[config.mk]
export PLATFORM = sky130hd
export DESIGN_NAME = input_driver
export DESIGN_NICKNAME = d
export VERILOG_FILES = /design/src/rtl/calc_pkg.sv /design/src/rtl/input_sr_scanner.sv /design/src/rtl/input_driver.sv
export SDC_FILE = /design/constraint.sdc
export NUM_CORES = 1
export LEC_CHECK = 0
export ABC_CLOCK_PERIOD_IN_PS = 2400
export BUFFER_PORTS_ARGS = -buffer_cell sky130_fd_sc_hd__clkbuf_2
export CAP_MARGIN = 20
export CORE_MARGIN = 2
export CORE_UTILIZATION = 50
export DETAILED_ROUTE_END_ITERATION = 8
export PLACE_DENSITY_LB_ADDON = 0.05
export SLEW_MARGIN = 20
export SYNTH_ARGS = -nofsm -noshare
export SYNTH_HDL_FRONTEND = slang
export SYNTH_HIERARCHICAL = 1
export SYNTH_SLANG_ARGS = --single-unit
[constraint.sdc]
create_clock -name clk -period 2.4 [get_ports clk]
set_input_delay 0.36 -clock clk [delete_from_list [all_inputs] [get_ports clk]]
set_output_delay 0.36 -clock clk [all_outputs]
set_load 0.03 [all_outputs]
[src/rtl/calc_pkg.sv]
// Calculator-wide constants: keypad key indices, key-code width and the
// keypad scanner FSM state encoding.
package calc_pkg;

  localparam int KEY_W = 4;

  localparam logic [KEY_W-1:0] KEY_0   = 4'd0;
  localparam logic [KEY_W-1:0] KEY_1   = 4'd1;
  localparam logic [KEY_W-1:0] KEY_2   = 4'd2;
  localparam logic [KEY_W-1:0] KEY_3   = 4'd3;
  localparam logic [KEY_W-1:0] KEY_4   = 4'd4;
  localparam logic [KEY_W-1:0] KEY_5   = 4'd5;
  localparam logic [KEY_W-1:0] KEY_6   = 4'd6;
  localparam logic [KEY_W-1:0] KEY_7   = 4'd7;
  localparam logic [KEY_W-1:0] KEY_8   = 4'd8;
  localparam logic [KEY_W-1:0] KEY_9   = 4'd9;
  localparam logic [KEY_W-1:0] KEY_ADD = 4'd10;
  localparam logic [KEY_W-1:0] KEY_SUB = 4'd11;
  localparam logic [KEY_W-1:0] KEY_MUL = 4'd12;
  localparam logic [KEY_W-1:0] KEY_EQ  = 4'd13;
  localparam logic [KEY_W-1:0] KEY_CLR = 4'd14;
  localparam logic [KEY_W-1:0] KEY_NEG = 4'd15;

  typedef enum logic [2:0] {
    ST_IDLE,
    ST_LOAD,
    ST_SHIFT_LO,
    ST_SHIFT_HI,
    ST_EVAL
  } scan_state_t;

endpackage

[src/rtl/input_sr_scanner.sv]
// Drives a 74HC165-style parallel-in/serial-out chain and returns one raw
// (1 = pressed) key vector per scan, flagged by a one-cycle scan_done.
//
// state       | meaning
// ST_IDLE     | single cycle after reset, before the first scan
// ST_LOAD     | load_n low, chain captures the key levels
// ST_SHIFT_LO | sr_clk low; data sampled on the last cycle
// ST_SHIFT_HI | sr_clk high; chain presents the next bit
// ST_EVAL     | raw vector complete, scan_done asserted
module input_sr_scanner
  import calc_pkg::*;
#(
  parameter int NUM_KEYS = 16,
  parameter int CLK_DIV  = 4
) (
  input  logic                clk,
  input  logic                rst_n,
  input  logic                i_sr_data,
  output logic                o_sr_clk,
  output logic                o_sr_load_n,
  output logic [NUM_KEYS-1:0] raw,
  output logic                scan_done
);

  localparam int TW = $clog2(CLK_DIV);
  localparam int BW = $clog2(NUM_KEYS + 1);

  scan_state_t   state, state_next;
  logic [TW-1:0] tmr;
  logic          tmr_tc;
  logic [BW-1:0] bits_left;
  logic [1:0]    sync;
  logic          sample;

  assign tmr_tc    = (tmr == '0);
  assign sample    = (state == ST_SHIFT_LO) && tmr_tc;
  assign scan_done = (state == ST_EVAL);

  always_comb begin
    state_next = state;
    case (state)
      ST_IDLE:     state_next = ST_LOAD;
      ST_LOAD:     if (tmr_tc) state_next = ST_SHIFT_LO;
      ST_SHIFT_LO: if (tmr_tc) state_next = ST_SHIFT_HI;
      ST_SHIFT_HI: if (tmr_tc) state_next = (bits_left == '0) ? ST_EVAL : ST_SHIFT_LO;
      ST_EVAL:     state_next = ST_LOAD;
      default:     state_next = ST_IDLE;
    endcase
  end

  // Pins are registered from the next state so they never glitch on decode.
  always_ff @(posedge clk or negedge rst_n) begin
    if (!rst_n) begin
      state       <= ST_IDLE;
      tmr         <= '0;
      bits_left   <= '0;
      sync        <= 2'b11;
      raw         <= '0;
      o_sr_clk    <= 1'b0;
      o_sr_load_n <= 1'b1;
    end else begin
      state       <= state_next;
      tmr         <= (state_next != state) ? TW'(CLK_DIV - 1) : tmr - TW'(1);
      sync        <= {sync[0], i_sr_data};
      o_sr_clk    <= (state_next == ST_SHIFT_HI);
      o_sr_load_n <= (state_next != ST_LOAD);
      if (state == ST_LOAD)
        bits_left <= BW'(NUM_KEYS);
      else if (sample)
        bits_left <= bits_left - BW'(1);
      if (sample)
        raw <= {raw[NUM_KEYS-2:0], ~sync[1]};
    end
  end

endmodule

[src/rtl/input_driver.sv]
// Keypad front end: debounces scanner output and hands one key code per new
// press to the core. INPUT_DRIVER_AUTOREPEAT_EN adds held-key auto-repeat.
module input_driver
  import calc_pkg::*;
#(
  parameter int NUM_KEYS       = 16,
  parameter int CLK_DIV        = 4,
  parameter int DEBOUNCE_SCANS = 4,
  parameter int REPEAT_SCANS   = 64
) (
  input  logic                        clk,
  input  logic                        rst_n,
  input  logic                        i_sr_data,
  output logic                        o_sr_clk,
  output logic                        o_sr_load_n,
  output logic [$clog2(NUM_KEYS)-1:0] o_key,
  output logic                        o_valid,
  input  logic                        i_ready,
  output logic                        o_dropped
);

  localparam int KW = $clog2(NUM_KEYS);
  localparam int SW = $clog2(DEBOUNCE_SCANS + 1);

  logic [NUM_KEYS-1:0] raw, last_raw, debounced, deb_next, new_press;
  logic [SW-1:0]       stable, stable_next;
  logic [KW-1:0]       new_key, ev_key;
  logic                scan_done, new_any, ev;

  input_sr_scanner #(
    .NUM_KEYS (NUM_KEYS),
    .CLK_DIV  (CLK_DIV)
  ) u_scanner (
    .clk         (clk),
    .rst_n       (rst_n),
    .i_sr_data   (i_sr_data),
    .o_sr_clk    (o_sr_clk),
    .o_sr_load_n (o_sr_load_n),
    .raw         (raw),
    .scan_done   (scan_done)
  );

  always_comb begin
    stable_next = SW'(1);
    if (raw == last_raw)
      stable_next = (stable == SW'(DEBOUNCE_SCANS)) ? stable : stable + SW'(1);
    deb_next  = (stable_next == SW'(DEBOUNCE_SCANS)) ? raw : debounced;
    new_press = deb_next & ~debounced;
    new_key   = '0;
    // Downward scan so the lowest newly pressed index wins.
    for (int i = NUM_KEYS - 1; i >= 0; i--)
      if (new_press[i]) new_key = KW'(i);
  end

  assign new_any = |new_press;

  always_ff @(posedge clk or negedge rst_n) begin
    if (!rst_n) begin
      last_raw  <= '0;
      stable    <= '0;
      debounced <= '0;
    end else if (scan_done) begin
      last_raw  <= raw;
      stable    <= stable_next;
      debounced <= deb_next;
    end
  end

`ifdef INPUT_DRIVER_AUTOREPEAT_EN
  localparam int RW = $clog2(REPEAT_SCANS + 1);

  logic [RW-1:0] rep_tmr;
  logic [KW-1:0] rep_key, held_key;
  logic          rep_armed, held_any, rep_fire;

  always_comb begin
    held_key = '0;
    held_any = |debounced;
    for (int i = NUM_KEYS - 1; i >= 0; i--)
      if (debounced[i]) held_key = KW'(i);
  end

  assign rep_fire = scan_done && rep_armed && (deb_next == debounced) &&
                    held_any && (held_key == rep_key) && (rep_tmr == '0);

  always_ff @(posedge clk or negedge rst_n) begin
    if (!rst_n) begin
      rep_tmr   <= '0;
      rep_key   <= '0;
      rep_armed <= 1'b0;
    end else if (scan_done) begin
      if (deb_next != debounced) begin
        rep_tmr <= RW'(REPEAT_SCANS - 1);
        if (new_any) begin
          rep_key   <= new_key;
          rep_armed <= 1'b1;
        end
      end else if (rep_tmr == '0) begin
        rep_tmr <= RW'(REPEAT_SCANS - 1);
      end else begin
        rep_tmr <= rep_tmr - RW'(1);
      end
    end
  end

  assign ev     = scan_done && (new_any || rep_fire);
  assign ev_key = new_any ? new_key : rep_key;
`else
  logic unused_rep;
  assign unused_rep = (REPEAT_SCANS != 0);
  assign ev         = scan_done && new_any;
  assign ev_key     = new_key;
`endif

  // Single-entry slot; a same-cycle accept frees it for the incoming key.
  always_ff @(posedge clk or negedge rst_n) begin
    if (!rst_n) begin
      o_valid   <= 1'b0;
      o_key     <= '0;
      o_dropped <= 1'b0;
    end else begin
      o_dropped <= 1'b0;
      if (ev) begin
        if (!o_valid || i_ready) begin
          o_valid <= 1'b1;
          o_key   <= ev_key;
        end else begin
          o_dropped <= 1'b1;
        end
      end else if (o_valid && i_ready) begin
        o_valid <= 1'b0;
      end
    end
  end

endmodule

== After elaboration in Yosys (flattened, before gate mapping) ==
Cells that the tools add are included.

* Reductions and logical operators: 14
* Eq/ne operators: 11
* Multiplexer cells: 32
* Bitwise operators: 3
* Add/subtract/negate cells: 3

{| class="wikitable"
|+ Operator list
! cell !! number
|-
| 4-bit 2-to-1 mux || 16
|-
| 3-bit 2-to-1 mux || 6
|-
| 16-bit AND || 1
|-
| 16-bit equality test || 1
|-
| 16-bit 2-to-1 mux || 1
|-
| 16-bit NOT || 1
|-
| 16-bit OR reduction || 1
|-
| 3-bit one-hot mux with 4 select lines || 1
|-
| 5-bit 2-to-1 mux || 2
|-
| 3-bit by 2-bit equality test with 1-bit output, second input constant || 3
|-
| 3-bit equality test, second input constant || 3
|-
| 5-bit zero test || 1
|-
| 1-bit 2-to-1 mux || 5
|-
| 5-bit by 1-bit subtractor with 5-bit output, second input constant || 1
|-
| 2-bit AND reduction || 2
|-
| 2-bit nonzero test || 2
|-
| 3-bit by 1-bit adder with 3-bit output, second input constant || 1
|-
| 3-bit by 1-bit equality test with 1-bit output, second input constant || 1
|-
| 1-bit logical AND || 3
|-
| 3-bit zero test || 1
|-
| 3-bit by 1-bit != test with 1-bit output, second input constant || 1
|-
| 3-bit != test || 1
|-
| 2-bit zero test || 1
|-
| 2-bit 2-to-1 mux || 1
|-
| 6 further kinds || 6
|}

* Flip-flop bits (word level): 71
* Output and inout port bits: 8

== Logic depth before layout (Yosys ltp) ==
* Depth in word-level cells: 22
* Depth in mapped cells: 8

== Hierarchy ==
The synthesis kept the hierarchy.

{| class="wikitable"
|+ By module, submodules not included
! module !! area an instance (µm²) !! times used !! cells each
|-
| input_driver || 2,197.1 || 1 || 182
|-
| input_sr_scanner || 1,268.7 || 1 || 126
|}

== Worst setup path before layout ==
OpenSTA, ideal clock, no wires.

* Path type: register to register
* From: register stable[0]
* To: register debounced[10]
* Stages on the path, launching flop included: 8
* Setup slack: 124 ps
* Library setup time: 125 ps
* Required time: 2,275 ps
* Buffers on the path: 1
* Arrival time: 2,151 ps
* Cell sequence: dfrtp_1 > inv_1 > ha_1 > or3b_1 > a311oi_4 > nand3_4 > buf_6 > mux2_4

* Longest elaborated chain between the ends: 5
* Elaborated cells between the ends (all ways): 6
* Those cells by class: 1 x add/sub; 2 x eq/ne; 3 x mux

{| class="wikitable"
|+ RTL lines
! what !! line !! source
|-
| from (decl) || input_driver.sv:26 || <nowiki>logic [SW-1:0] stable, stable_next;</nowiki>
|-
| from (signal assigned) || input_driver.sv:64 || <nowiki>stable <= stable_next;</nowiki>
|-
| 3-bit by 1-bit adder with 3-bit output / 3-bit equality test (equally long branches) || input_driver.sv:46 || <nowiki>stable_next = (stable == SW'(DEBOUNCE_SCANS)) ? stable : stable + SW'(1);</nowiki>
|-
| 3-bit 2-to-1 mux * || input_driver.sv:46 ||
|-
| 3-bit 2-to-1 mux * || input_driver.sv:45 || <nowiki>if (raw == last_raw)</nowiki>
|-
| 3-bit equality test * || input_driver.sv:47 || <nowiki>deb_next = (stable_next == SW'(DEBOUNCE_SCANS)) ? raw : debounced;</nowiki>
|-
| 16-bit 2-to-1 mux * || input_driver.sv:47 ||
|-
| to (signal assigned) || input_driver.sv:65 || <nowiki>debounced <= deb_next;</nowiki>
|-
| to (decl) || input_driver.sv:25 || <nowiki>logic [NUM_KEYS-1:0] raw, last_raw, debounced, deb_next, new_press;</nowiki>
|}

Every way passes the cells marked *; elsewhere a longest branch is shown, timed or not.
A chain may end at the register's enable or synchronous reset.

== Worst setup path in the final report ==
* From: register stable[0]
* To: register o_key[0]

* Longest elaborated chain between the ends: 22
* Elaborated cells between the ends (all ways): 26
* Those cells by class: 1 x add/sub; 2 x eq/ne; 19 x mux; 1 x bitwise; 3 x reduce/logical

{| class="wikitable"
|+ RTL lines
! what !! line !! source
|-
| 3-bit by 1-bit adder with 3-bit output / 3-bit equality test (equally long branches) || input_driver.sv:46 ||
|-
| 3-bit 2-to-1 mux * || input_driver.sv:46 ||
|-
| 3-bit 2-to-1 mux * || input_driver.sv:45 ||
|-
| 3-bit equality test * || input_driver.sv:47 ||
|-
| 16-bit 2-to-1 mux * || input_driver.sv:47 ||
|-
| 16-bit AND * || input_driver.sv:48 || <nowiki>new_press = deb_next & ~debounced;</nowiki>
|-
| 4-bit 2-to-1 mux (16 in a row) || input_driver.sv:52 || <nowiki>if (new_press[i]) new_key = KW'(i);</nowiki>
|-
| to (signal assigned) || input_driver.sv:126 || <nowiki>o_key <= ev_key;</nowiki>
|-
| to (decl) || input_driver.sv:16 || <nowiki>output logic [$clog2(NUM_KEYS)-1:0] o_key,</nowiki>
|}

Marks and branches as above.

==> impl_metrics.ini <==
[final_layout]
fin_cells = 416
drive_gt1_share_pct = 24.1
nets = 340
final_cell_mix = dfrtp_1 (68), nand2_1 (56), mux2_2 (26)
area_growth_pct = 12.0
layout_commonest_cell = dfrtp_1
fillerInstances = 588
n_antenna_cell = 0

[detailed_routing]
wirelength_microns = 6270
vias_per_cell = 5.37
dr.first_iter.drc_count = 99
drtPass1Iterations = 4
avgRoutedWirePerCell_microns = 15.1
vias = 2232
drcViolationCount = 0
drtAntennaViolNets = 0

[yosys]
synth_edf_count = 0
yosys_warnings = 6
synthFlopType = dfrtp_1
syn-cell-area_sq_um = 3470
syn_area_per_cell_sq_um = 11.3
synth_nets = 317
seq_area_frac_synth_pct = 51.4
postSynthCellCount = 308
ys_seq_elements = 71
synthArstFlopShare_pct = 100
yosys.cell_types.count = 49

[floorplanning]
std_cell_rows = 30
die-width_microns = 87.3
io_pins = 12
dieArea_sq_um = 7610
fp.dieH_microns = 87.3
initial_core_util_pct = 51.3
core-area_sq_um = 6760

[clock_tree]
cts_sinks = 71
path_clk_slew_ns = 0.08
cts_tree = built
insertion_delay_ns = 0.34
cts_buffer_depth = 2
h-tree-depth = 3
clockRootBuffer = clkbuf_8
cts_buffers = 9
ctsHoldBuffers = 0
cts_resized = 0

[run_status]
status = finished clean

[setup_path]
r2r_setup_slack_ns = 0.12
rr_startpoint = stable[0]$_DFFE_PN0P_
cp_data_arrival_time_ns = 2.51
crit_required_ns = 2.64
cp-start-kind = flop
end_kind = flop
critPathMaxFanout = 6
r2r-end = o_key[0]$_DFFE_PN0P_
crit_type = flop to flop
reg2reg_depth = 6

[timing]
rsz0062_at_grt = no
finalCritPeriodShare_pct = 94.9
setup_viol_count_final = 0
setup_tns_ns = 0
min_period_ns = 2.28
fmax_mhz = 439
fin_skew_ns = 0.00745
slew_violations = 0
max_slew.worst_pin.slew_ns = 0.876
hold_viol_final = 0
relSlewSlack_pct = 41.6

[global_routing]
grt_pass1_vias = 2248
antenna_found_initial = 0
gr-usage-met3_pct = 5.40
grt_pass1_wl_microns = 10900
grt_overflow_total = 0
busiest_layer = met2
use_met1_pct = 26.9
grt_usage_pct = 19.1
grt_start_max_net_pins = 72
grtUsageMet2_pct = 28.2

[power]
peakVddDrop_mv = 0.381
cellPowerDensity_nw_per_um2 = 602
p_total_mw = 2.34
leakagePower_nw = 1.89

[place]
numPlacedInstances = 399
portBuffers = 11
dp_hpwl_microns = 4290
place_congestion = 0.793

[min_path]
whs_endpoint = u_scanner/sync[0]$_DFF_PN1_
hp-class = primary input to flop
whs_path_depth = 1
worstHoldStart = i_sr_data

[run]
cap_violations = 0
[power by group]
group	leakage, nW	switching [mW]	internal (mW)
clock network	0.110	0.454	0.614
logic	0.850	0.0382	0.0169
registers	0.927	0.00883	1.20
total	1.89	0.501	1.83
[routing by layer]
metal	vias up	wire length (microns)
met4	0	98
met2	21	2770
met3	7	146
li1	1105	-
met1	1099	3250
met5	-	0
[synthesized netlist by cell type (2+ instances only)]
cell type,instances,area share [%]
nor3_1,4,0.58
and4_1,3,0.76
clkbuf_1,3,0.32
nor4b_1,2,0.51
dfrtp_1,68,49
nand4_1,7,1.3
nor2b_1,11,2.0
a21oi_1,5,0.72
xnor2_1,17,4.3
o21a_1,2,0.43
nor4_1,2,0.36
and3_1,2,0.36
ha_1,5,1.8
o21ai_0,12,1.7
inv_1,10,1.1
mux2_4,8,3.5
buf_2,2,0.29
nand3_1,4,0.58
buf_4,3,0.65
nor4bb_1,2,0.58
nand2b_1,15,2.7
mux2i_1,3,0.87
mux2_2,26,8.4
and2_1,3,0.54
nor2_1,8,0.87
nand2_1,56,6.1
dfstp_2,3,2.3
[worst max-delay path, cell delays in order, from the launching register on]
cell and delay [ns]:
dfrtp_1 0.37, inv_1 0.05, ha_1 0.22, or3b_1 0.42, a311oi_4 0.43, and4_1 0.32, mux2_2 0.34
[state kept, by name, indices dropped and copies added (netlist names), 2 cells and up]
signal	cells
u_scanner/bits_left	5
last_raw	16
u_scanner/raw	16
debounced	16
o_key	4
u_scanner/state	3
u_scanner/sync	2
u_scanner/tmr	2
stable	3
[repair_timing]
item | in CTS | in global routing
setup endpoints to repair | 0 | 17
setup buffers | 0 | 1
endpoints found under the hold margin | 0 | 0
[stage by stage]
stage	cell area (sq um)	setup slack [ns]	hold slack, ns	utilization [%]
floorplan	3470	0.124	0.0644	-
global placement	3640	0.108	0.353	53.9
detailed placement	3640	0.0590	0.348	53.9
CTS	3860	0.0427	0.0760	57.2
global route	3880	0.00169	0.0676	57.5
finish	3880	0.122	0.0929	57.5
[worst max-delay path by stage]
| stage | start | endpoint | depth (start not counted) |
|---|---|---|---|
| 3_5_place_dp | stable[0]$_DFFE_PN0P_ | debounced[9]$_DFFE_PN0P_ | 6 |
| 3_3_place_gp | stable[0]$_DFFE_PN0P_ | debounced[10]$_DFFE_PN0P_ | 6 |
| 4_1_cts | stable[0]$_DFFE_PN0P_ | debounced[9]$_DFFE_PN0P_ | 6 |
| 2_1_floorplan | stable[0]$_DFFE_PN0P_ | debounced[10]$_DFFE_PN0P_ | 7 |
| 6_report | stable[0]$_DFFE_PN0P_ | o_key[0]$_DFFE_PN0P_ | 6 |
| 5_1_grt | stable[0]$_DFFE_PN0P_ | o_key[2]$_DFFE_PN0P_ | 6 |
[final cells by class]
| cell class | instances | area [sq um] | area share [%] |
|---|---|---|---|
| Clock buffer | 11 | 141 | 3.64 |
| Clock inverter | 5 | 81.3 | 2.09 |
| Inverter | 10 | 37.5 | 0.967 |
| Multi-Input combinational cell | 217 | 1590 | 40.9 |
| Sequential cell | 71 | 1780 | 45.9 |
| Tap cell | 80 | 100 | 2.58 |
| Timing Repair Buffer | 22 | 153 | 3.93 |
[kinds of logic (layout without fill, tap and decap cells)]
family | count (synthesis) | in the layout | share of synthesized area [%]
and+or+nand+nor | 129 | 129 | 21.0
adders and majority gates | 5 | 5 | 1.81
xor gates and xnor gates | 17 | 17 | 4.30
buffers and inverters | 20 | 48 | 2.78
muxes | 37 | 37 | 12.8
DFF | 71 | 71 | 51.4
AOI/OAI and AO/OA | 29 | 29 | 5.99
No activity file was read; power rests on OpenSTA's default activity.
